[src/rtl/jb_pkg.sv]
// jb_pkg: shared arbiter state encoding and the out-of-range read default.
package jb_pkg;
  typedef enum logic [2:0] {IDLE, CPU, HS_RD, HS_CAP, HS_WR, HS_ACK, HS_HOLD} state_t;
  localparam logic [7:0] RD_OOR_DEF = 8'hFF;
endpackage

[src/rtl/hs_ram_arb_if.sv]
// hs_ram_arb_if: CPU, hiscore and work-RAM signals of the arbiter; slave is the arbiter side.
interface hs_ram_arb_if #(parameter int AW = 11) ();
  logic          cpu_cs;
  logic          cpu_wr;
  logic [AW-1:0] cpu_ad;
  logic [7:0]    cpu_wd;
  logic [7:0]    cpu_rd;
  logic          hs_access;
  logic          hs_req;
  logic          hs_write;
  logic [15:0]   hs_address;
  logic [7:0]    hs_data_in;
  logic [7:0]    hs_data_out;
  logic          hs_ack;
  logic [AW-1:0] ram_ad;
  logic          ram_we;
  logic [7:0]    ram_wd;
  logic [7:0]    ram_rd;
  modport slave (
    input  cpu_cs, cpu_wr, cpu_ad, cpu_wd, hs_access, hs_req, hs_write, hs_address, hs_data_in, ram_rd,
    output cpu_rd, hs_data_out, hs_ack, ram_ad, ram_we, ram_wd
  );
  modport master (
    output cpu_cs, cpu_wr, cpu_ad, cpu_wd, hs_access, hs_req, hs_write, hs_address, hs_data_in, ram_rd,
    input  cpu_rd, hs_data_out, hs_ack, ram_ad, ram_we, ram_wd
  );
endinterface

[src/rtl/hs_ram_arb.sv]
// hs_ram_arb: shares a single-port work RAM between the CPU (absolute priority) and paused-game hiscore accesses.
module hs_ram_arb import jb_pkg::*; #(
  parameter int         AW     = 11,
  parameter logic [7:0] RD_OOR = RD_OOR_DEF
) (
  input logic        clk48M,
  input logic        reset,
  hs_ram_arb_if.slave bus
);
  state_t        state, state_nx;
  logic [15:0]   lat_addr;
  logic [7:0]    lat_data;
  logic          lat_wr;
  logic          done;
  logic          in_range;
  logic [AW-1:0] ram_ad_q;
  logic [7:0]    ram_wd_q;
  logic [7:0]    cpu_rd_q;
  logic [7:0]    hs_data_q;
  assign in_range = (lat_addr >> AW) == 16'd0;
  // RAM address/data hold their last driven value whenever nobody owns the bus
  assign bus.ram_ad = state == CPU ? bus.cpu_ad :
                      (state == HS_RD || state == HS_WR) && in_range ? lat_addr[AW-1:0] : ram_ad_q;
  assign bus.ram_wd = state == CPU ? bus.cpu_wd : state == HS_WR && in_range ? lat_data : ram_wd_q;
  assign bus.ram_we = state == CPU ? bus.cpu_wr :
                      state == HS_WR && lat_wr && in_range && !bus.cpu_cs && !reset;
  assign bus.hs_ack      = (state == HS_CAP || state == HS_ACK) && !bus.cpu_cs;
  assign bus.cpu_rd      = cpu_rd_q;
  assign bus.hs_data_out = hs_data_q;
  always_comb begin
    state_nx = state;
    case (state)
      IDLE:           state_nx = bus.hs_access && bus.hs_req && !done ? (bus.hs_write ? HS_WR : HS_RD) : IDLE;
      CPU:            state_nx = IDLE;
      HS_RD:          state_nx = HS_CAP;
      HS_WR:          state_nx = HS_ACK;
      HS_CAP, HS_ACK: state_nx = HS_HOLD;
      HS_HOLD:        state_nx = bus.hs_req ? HS_HOLD : IDLE;
      default:        state_nx = IDLE;
    endcase
    if (bus.cpu_cs) state_nx = CPU;
  end
  // done blocks re-service of a request that was acked but is still held, even across a CPU cycle
  always_ff @(posedge clk48M) begin
    if (reset) begin
      state     <= IDLE;
      lat_addr  <= '0;
      lat_data  <= '0;
      lat_wr    <= 1'b0;
      done      <= 1'b0;
      ram_ad_q  <= '0;
      ram_wd_q  <= '0;
      cpu_rd_q  <= '0;
      hs_data_q <= '0;
    end else begin
      state    <= state_nx;
      ram_ad_q <= bus.ram_ad;
      ram_wd_q <= bus.ram_wd;
      done     <= bus.hs_ack || (done && bus.hs_req);
      if (state == CPU) cpu_rd_q <= bus.ram_rd;
      if (state == HS_CAP && !bus.cpu_cs) hs_data_q <= in_range ? bus.ram_rd : RD_OOR;
      if (state == IDLE && (state_nx == HS_RD || state_nx == HS_WR)) begin
        lat_addr <= bus.hs_address;
        lat_data <= bus.hs_data_in;
        lat_wr   <= bus.hs_write;
      end
    end
  end
endmodule

[src/flat_wrapper.sv]
// flat-port wrapper written by rule: the top's interface ports become plain ports
module hs_ram_arb_flat import jb_pkg::*;
#(
  parameter int         AW     = 11,
  parameter logic [7:0] RD_OOR = RD_OOR_DEF
)
  (clk48M, reset, bus_cpu_cs, bus_cpu_wr, bus_cpu_ad, bus_cpu_wd, bus_hs_access, bus_hs_req, bus_hs_write, bus_hs_address, bus_hs_data_in, bus_ram_rd, bus_cpu_rd, bus_hs_data_out, bus_hs_ack, bus_ram_ad, bus_ram_we, bus_ram_wd);
  hs_ram_arb_if #(.AW(AW)) bus_i ();
  input logic clk48M;
  input logic reset;
  input wire logic [$bits(bus_i.cpu_cs)-1:0] bus_cpu_cs;
  input wire logic [$bits(bus_i.cpu_wr)-1:0] bus_cpu_wr;
  input wire logic [$bits(bus_i.cpu_ad)-1:0] bus_cpu_ad;
  input wire logic [$bits(bus_i.cpu_wd)-1:0] bus_cpu_wd;
  input wire logic [$bits(bus_i.hs_access)-1:0] bus_hs_access;
  input wire logic [$bits(bus_i.hs_req)-1:0] bus_hs_req;
  input wire logic [$bits(bus_i.hs_write)-1:0] bus_hs_write;
  input wire logic [$bits(bus_i.hs_address)-1:0] bus_hs_address;
  input wire logic [$bits(bus_i.hs_data_in)-1:0] bus_hs_data_in;
  input wire logic [$bits(bus_i.ram_rd)-1:0] bus_ram_rd;
  output wire logic [$bits(bus_i.cpu_rd)-1:0] bus_cpu_rd;
  output wire logic [$bits(bus_i.hs_data_out)-1:0] bus_hs_data_out;
  output wire logic [$bits(bus_i.hs_ack)-1:0] bus_hs_ack;
  output wire logic [$bits(bus_i.ram_ad)-1:0] bus_ram_ad;
  output wire logic [$bits(bus_i.ram_we)-1:0] bus_ram_we;
  output wire logic [$bits(bus_i.ram_wd)-1:0] bus_ram_wd;
  assign bus_i.cpu_cs = bus_cpu_cs;
  assign bus_i.cpu_wr = bus_cpu_wr;
  assign bus_i.cpu_ad = bus_cpu_ad;
  assign bus_i.cpu_wd = bus_cpu_wd;
  assign bus_i.hs_access = bus_hs_access;
  assign bus_i.hs_req = bus_hs_req;
  assign bus_i.hs_write = bus_hs_write;
  assign bus_i.hs_address = bus_hs_address;
  assign bus_i.hs_data_in = bus_hs_data_in;
  assign bus_i.ram_rd = bus_ram_rd;
  assign bus_cpu_rd = bus_i.cpu_rd;
  assign bus_hs_data_out = bus_i.hs_data_out;
  assign bus_hs_ack = bus_i.hs_ack;
  assign bus_ram_ad = bus_i.ram_ad;
  assign bus_ram_we = bus_i.ram_we;
  assign bus_ram_wd = bus_i.ram_wd;
  hs_ram_arb #(.AW(AW), .RD_OOR(RD_OOR)) u_core (.clk48M(clk48M), .reset(reset), .bus(bus_i));
endmodule
[config.mk]
export PLATFORM = sky130hd
export DESIGN_NAME = hs_ram_arb_flat
export DESIGN_NICKNAME = d
export VERILOG_FILES = /design/src/rtl/jb_pkg.sv /design/src/rtl/hs_ram_arb_if.sv /design/src/rtl/hs_ram_arb.sv /design/src/flat_wrapper.sv
export SDC_FILE = /design/constraint.sdc
export NUM_CORES = 1
export LEC_CHECK = 0
export CAP_MARGIN = 30
export CORE_MARGIN = 2
export CORE_UTILIZATION = 44
export CTS_CLUSTER_SIZE = 30
export DETAILED_ROUTE_END_ITERATION = 16
export GPL_TIMING_DRIVEN = 0
export PLACE_DENSITY = 0.82
export RECOVER_POWER = 100
export SYNTH_ARGS = -nofsm -noshare
export SYNTH_HDL_FRONTEND = slang
export SYNTH_SLANG_ARGS = --single-unit
export TNS_END_PERCENT = 1
[constraint.sdc]
create_clock -name clk48M -period 3.3 [get_ports clk48M]
set_clock_uncertainty 0.1 [all_clocks]
set_input_delay 0.825 -clock clk48M [delete_from_list [all_inputs] [get_ports clk48M]]
set_output_delay 0.825 -clock clk48M [all_outputs]
set_load 0.1 [all_outputs]
==> impl_metrics.json, run 1 <==
{
  "status": "finished with violations",
  "violations": "negative setup slack",
  "slew_headroom_pct": 33.49,
  "clock_latency_ps": 340,
  "clockBufferDepth": 2,
  "ys.flop_type": "dfxtp_1",
  "grt_max_degree": 11,
  "vias": 2671,
  "rr_worst_depth": 5,
  "reg2reg_slack_ps": 1140,
  "syn_area_per_cell_um2": 8.292,
  "synth_fp_nets": 377,
  "layout-drive-gt1-share_pct": 18.50,
  "final_cell_mix": "72 x clkdlybuf4s50_1, 67 x nand2_1, 64 x dfxtp_1, 43 x a21oi_1, 33 x nor2_1",
  "grt_pass1_wl_mm": 12.16,
  "drt_first_pass_iters": 4,
  "antenna_cells": 0,
  "min-delay-path-class": "reg -> reg",
  "core-area_um2": 5851,
  "period_share_pct": 103.0,
  "root_buffer": "clkbuf_8",
  "ys_seq_area_share_pct": 48.44,
  "areaGrowthSynthToFinish_pct": 53.03,
  "crit_path_max_fanout": 10,
  "worst_r2r_startpoint": "u_core.state[0]$_SDFF_PP0_",
  "portBuffers": 93,
  "power.leakage_nw": 1.448,
  "synth_seq_cells": 64,
  "synth_edf_count": 0,
  "layout.nets": 481,
  "place_congestion": 0.8487,
  "required_ps": 2370,
  "fin_ws_ps": -99.36,
  "async_flop_share_pct": 0,
  "rsz0062_at_grt": "true",
  "dp_slack_ps": -614.2,
  "drt.antenna.violating_nets": 0,
  "via_per_inst": 5.321,
  "arrival_ps": 2470,
  "wl_per_cell_um": 15.78,
  "drc": 0,
  "start_util_pct": 45.21,
  "maxCapViolations": 0,
  "r2r_end": "u_core.lat_addr[15]$_SDFFE_PP0P_",
  "path_class": "reg -> out",
  "die_x_um": 81.54,
  "worst_setup_path_end_kind": "primary output",
  "vdd_drop_max_mv": 0.3195,
  "drt-initial-drc-count": 144,
  "fp-row-count": 28,
  "grt_overflow": 0,
  "hold_viol_final": 0,
  "power_density_nw_per_um2": 523.2,
  "path_clk_slew_ps": 60,
  "fillers": 442,
  "netlist-cell-type-count": 31,
  "max_freq_mhz": 294.2,
  "hpwl_mm": 5.505,
  "startpoint_type": "flip-flop",
  "cts_buffers": 9,
  "final_common_cell": "clkdlybuf4s50_1",
  "worstMarginPinSlew_ps": 994.6,
  "grt_antenna_before_repair": 0,
  "synth_area_um2": 2645,
  "io_pins": 95,
  "cts_max_level": 3,
  "crit_start": "u_core.lat_addr[13]$_SDFFE_PP0P_",
  "drt_wl_total_mm": 7.922,
  "setup_viol": 10,
  "yosysWarnings": 0,
  "die_area_um2": 6648,
  "die_height_um": 81.54,
  "tns_ps": -598.1,
  "finalCriticalPeriod_ps": 3399,
  "netlist_instances": 319,
  "endpoint": "bus_ram_ad[6]",
  "post_cts_buffers": 0,
  "maxSlewViolCount": 0,
  "grt_pass1_vias": 2713,
  "cts_num_sinks": 64,
  "cts_tree": "done",
  "grt_usage_pct": 24.41
}
report_power, final:
| part | leakage [nW] | switching (mW) | internal, mW | total [mW] |
|---|---|---|---|---|
| clock | 0.0838 | 0.274 | 0.311 | 0.585 |
| sequential | 0.522 | 0.0160 | 0.811 | 0.827 |
| combinational | 0.842 | 0.470 | 0.236 | 0.706 |
Yosys cell counts (2+ instances only):
cell type   n  area, µm²
dfxtp_1    64       1281
o21ai_0     2      10.01
and3b_1    11      96.34
nand2_1    67      251.5
o22ai_1    11      68.82
buf_2       6      30.03
or4_4       2      22.52
a211oi_1   16      120.1
mux2i_1     8      80.08
nor2_1     42      157.7
clkbuf_1   18      67.56
nor3_1      3      15.01
nor3_2      9      90.09
a21oi_1    43      215.2
how the worst min path moves through the flow:
| stage | to | from | slack (ps) | depth (start not counted) |
|---|---|---|---|---|
| 3_5_place_dp | u_core.bus.cpu_rd[7]$_SDFFE_PP0P_ | u_core.bus.cpu_rd[7]$_SDFFE_PP0P_ | 350 | 2 |
| 2_1_floorplan | u_core.lat_addr[11]$_SDFFE_PP0P_ | u_core.lat_addr[11]$_SDFFE_PP0P_ | 340 | 2 |
| 3_3_place_gp | u_core.lat_addr[0]$_SDFFE_PP0P_ | u_core.lat_addr[0]$_SDFFE_PP0P_ | 340 | 2 |
| 4_1_cts | u_core.bus.cpu_rd[7]$_SDFFE_PP0P_ | u_core.bus.cpu_rd[7]$_SDFFE_PP0P_ | 360 | 2 |
| 6_report | u_core.bus.cpu_rd[7]$_SDFFE_PP0P_ | u_core.bus.cpu_rd[7]$_SDFFE_PP0P_ | 350 | 2 |
| 5_1_grt | u_core.bus.cpu_rd[0]$_SDFFE_PP0P_ | u_core.bus.cpu_rd[0]$_SDFFE_PP0P_ | 380 | 2 |
sequential cells by signal, summed over array words and instances (netlist names):
name	flops
u_core.bus.cpu_rd	8
u_core.bus.hs_data_out	8
u_core.done	1
u_core.lat_addr	16
u_core.lat_data	8
u_core.lat_wr	1
u_core.ram_ad_q	11
u_core.ram_wd_q	8
u_core.state	3
routing by layer:
metal | track usage (%) | part of all wire [%] | routed length [µm]
met5 | 0 | 0 | 0
met4 | 16.78 | 3.6 | 286
met3 | 4.615 | 6.3 | 497
met2 | 40.00 | 49 | 3915
met1 | 28.82 | 41 | 3221
kinds of logic after synthesis:
| group | after synthesis | share of synthesized area, % |
|---|---|---|
| AO/OA/AOI/OAI | 76 | 16.94 |
| XOR/XNOR | 1 | 0.3312 |
| buffers and inverters | 27 | 4.446 |
| flip-flops | 64 | 48.44 |
| multiplexers | 8 | 3.028 |
| AND/OR/NAND/NOR | 143 | 26.82 |
area by class of cell:
class,count,area (µm²),share of cell area (%)
inverter,1,3.754,0.09274
multi-input combinational,228,1370,33.85
sequential,64,1281,31.65
buffer,26,123.9,3.060
clock buffer,15,166.4,4.111
tap,75,93.84,2.318
timing repair buffer,93,1008,24.92
metrics by stage:
stage               power, mW  hold WS, ps  util (%)  cells  area (µm²)
floorplan               1.280        335.6         -    319        2650
global placement        1.463        342.8     62.81    487        3675
detailed placement      1.469        348.8     62.81    487        3675
CTS                     2.076        357.2     67.37    502        3941
global route            2.189        383.5     69.18    502        4048
finish                  2.118        352.5     69.18    502        4048
worst max-delay path, cell delays in order (launching register included):
cell	delay, ps
dfxtp_1	310
or4_4	540
or4_4	530
buf_6	160
and3b_1	200
nor2_2	180
buf_12	200
repair_timing:
action / 4_1_cts / 5_1_grt
pin swaps: 8 / 2
hold buffers: 0 / 0
setup endpoints to repair: 21 / 20
hold endpoints to repair: 0 / 0
gates resized for setup: 159 / 26
(Power assumes the default switching activity.)
==> run 2, diff against run 1 <==
GPL_TIMING_DRIVEN = default   (was 0)
==> impl_metrics.json, run 2 (synthesis gave the netlist of run 1 again) <==
{
  "grt_antenna_before_repair": 0,
  "dp_slack_ps": 228.5,
  "startpoint_type": "flip-flop",
  "place_congestion": 0.8705,
  "reg.largest.list": "u_core.lat_addr (16), u_core.ram_ad_q (11)",
  "path_class": "reg -> out",
  "top_register": "u_core.lat_addr",
  "drt.antenna.violating_nets": 0,
  "dr_wl_met3_um": 295,
  "fin_ws_ps": -36.26,
  "hold_viol_final": 0,
  "vdd_drop_max_mv": 0.3091,
  "cts_max_level": 3,
  "multi_input_area_um2": 1445,
  "worst_r2r_startpoint": "u_core.state[0]$_SDFF_PP0_",
  "arrival_ps": 2410,
  "setup_viol": 7,
  "clock_latency_ps": 340,
  "cts_buffers": 9,
  "drt_first_pass_iters": 4,
  "final_common_cell": "nand2_1",
  "drt_wl_total_mm": 7.892,
  "cp_common_cell": "or4_4",
  "power_density_nw_per_um2": 532.1,
  "path_clk_slew_ps": 60,
  "root_buffer": "clkbuf_8",
  "final_cell_mix": "67 x nand2_1, 62 x dfxtp_1, 56 x clkdlybuf4s50_1, 43 x a21oi_1, 31 x nor2_1",
  "min-delay-path-class": "reg -> reg",
  "grt_usage_pct": 24.61,
  "worstHoldStart": "u_core.bus.cpu_rd[1]$_SDFFE_PP0P_",
  "rr_worst_depth": 5,
  "cp.buffers_inverters": 1,
  "dp.cells": 472,
  "final_cells": 493,
  "finalCriticalPeriod_ps": 3336,
  "reg2reg_slack_ps": 1070,
  "maxSlewViolCount": 0,
  "wl_per_cell_um": 16.01,
  "die_area_um2": 6648,
  "slew_headroom_pct": 9.357,
  "antenna_cells": 0,
  "portBuffers": 94,
  "via_per_inst": 5.296,
  "r2r_end": "u_core.lat_addr[10]$_SDFFE_PP0P_",
  "clockBufferDepth": 2,
  "cts_num_sinks": 64,
  "min_to": "u_core.bus.cpu_rd[1]$_SDFFE_PP0P_",
  "hpwl_mm": 5.091,
  "die_height_um": 81.54,
  "drt-initial-drc-count": 156,
  "post-route-util_pct": 70.81,
  "regArea_um2": 1284,
  "maxUsedRoutingLayer": "met4",
  "status": "finished with violations",
  "die_x_um": 81.54,
  "areaGrowthSynthToFinish_pct": 56.62,
  "cts_tree": "done",
  "wl_met2_mm": 4.063,
  "maxCapViolations": 0,
  "grt_overflow": 0,
  "grt_pass1_wl_mm": 12.43,
  "drc": 0,
  "start_util_pct": 45.21,
  "layout.nets": 471,
  "crit_family": "simple AND/OR/NAND/NOR gates",
  "largest_register_ffs": 16,
  "io_pins": 95,
  "grt_max_degree": 64,
  "rsz0062_at_grt": "true",
  "crit_path_max_fanout": 6,
  "cp.depth": 5,
  "grt_pass1_vias": 2607,
  "period_share_pct": 101.1,
  "layout-drive-gt1-share_pct": 22.49,
  "fillers": 426,
  "max_freq_mhz": 299.7,
  "hold_path_depth": 2,
  "met1_length_mm": 3.322,
  "worst_setup_path_end_kind": "primary output",
  "core-area_um2": 5851,
  "cpMaxStageDelayCell": "or4_4",
  "required_ps": 2370,
  "violations": "negative setup slack",
  "hold_ws_ps": 354.7,
  "tns_ps": -121.1,
  "critPathMaxStageDelay_ps": 670,
  "crit_path_cell_trace": "or4_4 -> or4_4 -> o22ai_2 -> nor2_2 -> buf_12",
  "fp-row-count": 28,
  "vias": 2611,
  "power.leakage_nw": 1.482,
  "worstMarginPinSlew_ps": 1360
}
-- run 2: per-layer routing --
metal  track usage [%]  vias to the layer above
met5                 0                        -
met3             3.516                       19
li1                  -                     1296
met4             13.73                        0
met2             41.07                       77
met1             30.43                     1219
-- run 2: how the worst max path moves through the flow --
stage / startpoint / end / slack, ps
finish: u_core.lat_addr[14]$_SDFFE_PP0P_ / bus_ram_ad[8] / -40
global route: u_core.lat_addr[14]$_SDFFE_PP0P_ / bus_ram_ad[8] / -70
CTS: u_core.lat_addr[14]$_SDFFE_PP0P_ / bus_ram_ad[1] / -9
detailed placement: u_core.lat_addr[13]$_SDFFE_PP0P_ / bus_ram_ad[1] / 230
global placement: u_core.lat_addr[13]$_SDFFE_PP0P_ / bus_ram_ad[0] / 280
floorplan: u_core.lat_addr[13]$_SDFFE_PP0P_ / bus_ram_ad[5] / -530
-- run 2: per-stage QoR --
stage / cell area (µm²) / total power [mW]
5_1_grt: 4143 / 2.272
3_5_place_dp: 3825 / 1.557
2_1_floorplan: 2650 / 1.280
3_3_place_gp: 3825 / 1.546
4_1_cts: 4175 / 2.204
6_report: 4143 / 2.204
-- run 2: final cells by class --
cell class / count / area share [%]
Sequential cell: 64 / 30.99
Timing Repair Buffer: 106 / 27.33
Multi-Input combinational cell: 231 / 34.88
Clock buffer: 13 / 4.077
Clock inverter: 3 / 0.3624
Inverter: 1 / 0.09061
Tap cell: 75 / 2.265
-- run 2: worst min-delay path, delay by kind of cell (launching register included) --
kind | cells | cell delay [ps]
and+or+nand+nor | 1 | 50
DFF | 1 | 310
AOI/OAI and AO/OA | 1 | 50
-- run 2: repair_timing --
action / 4_1_cts / 5_1_grt
buffers inserted: 2 / 0
hold buffers: 0 / 0
cloned: 2 / 1
setup endpoints to repair: 11 / 16
gates resized for setup: 33 / 6
pin swaps: 12 / 4
-- run 2: power by group --
group,total [mW],switching (mW),internal (mW),leakage [nW]
sequential,0.830,0.0197,0.811,0.523
combinational,0.754,0.476,0.278,0.860
clock,0.621,0.290,0.331,0.0992
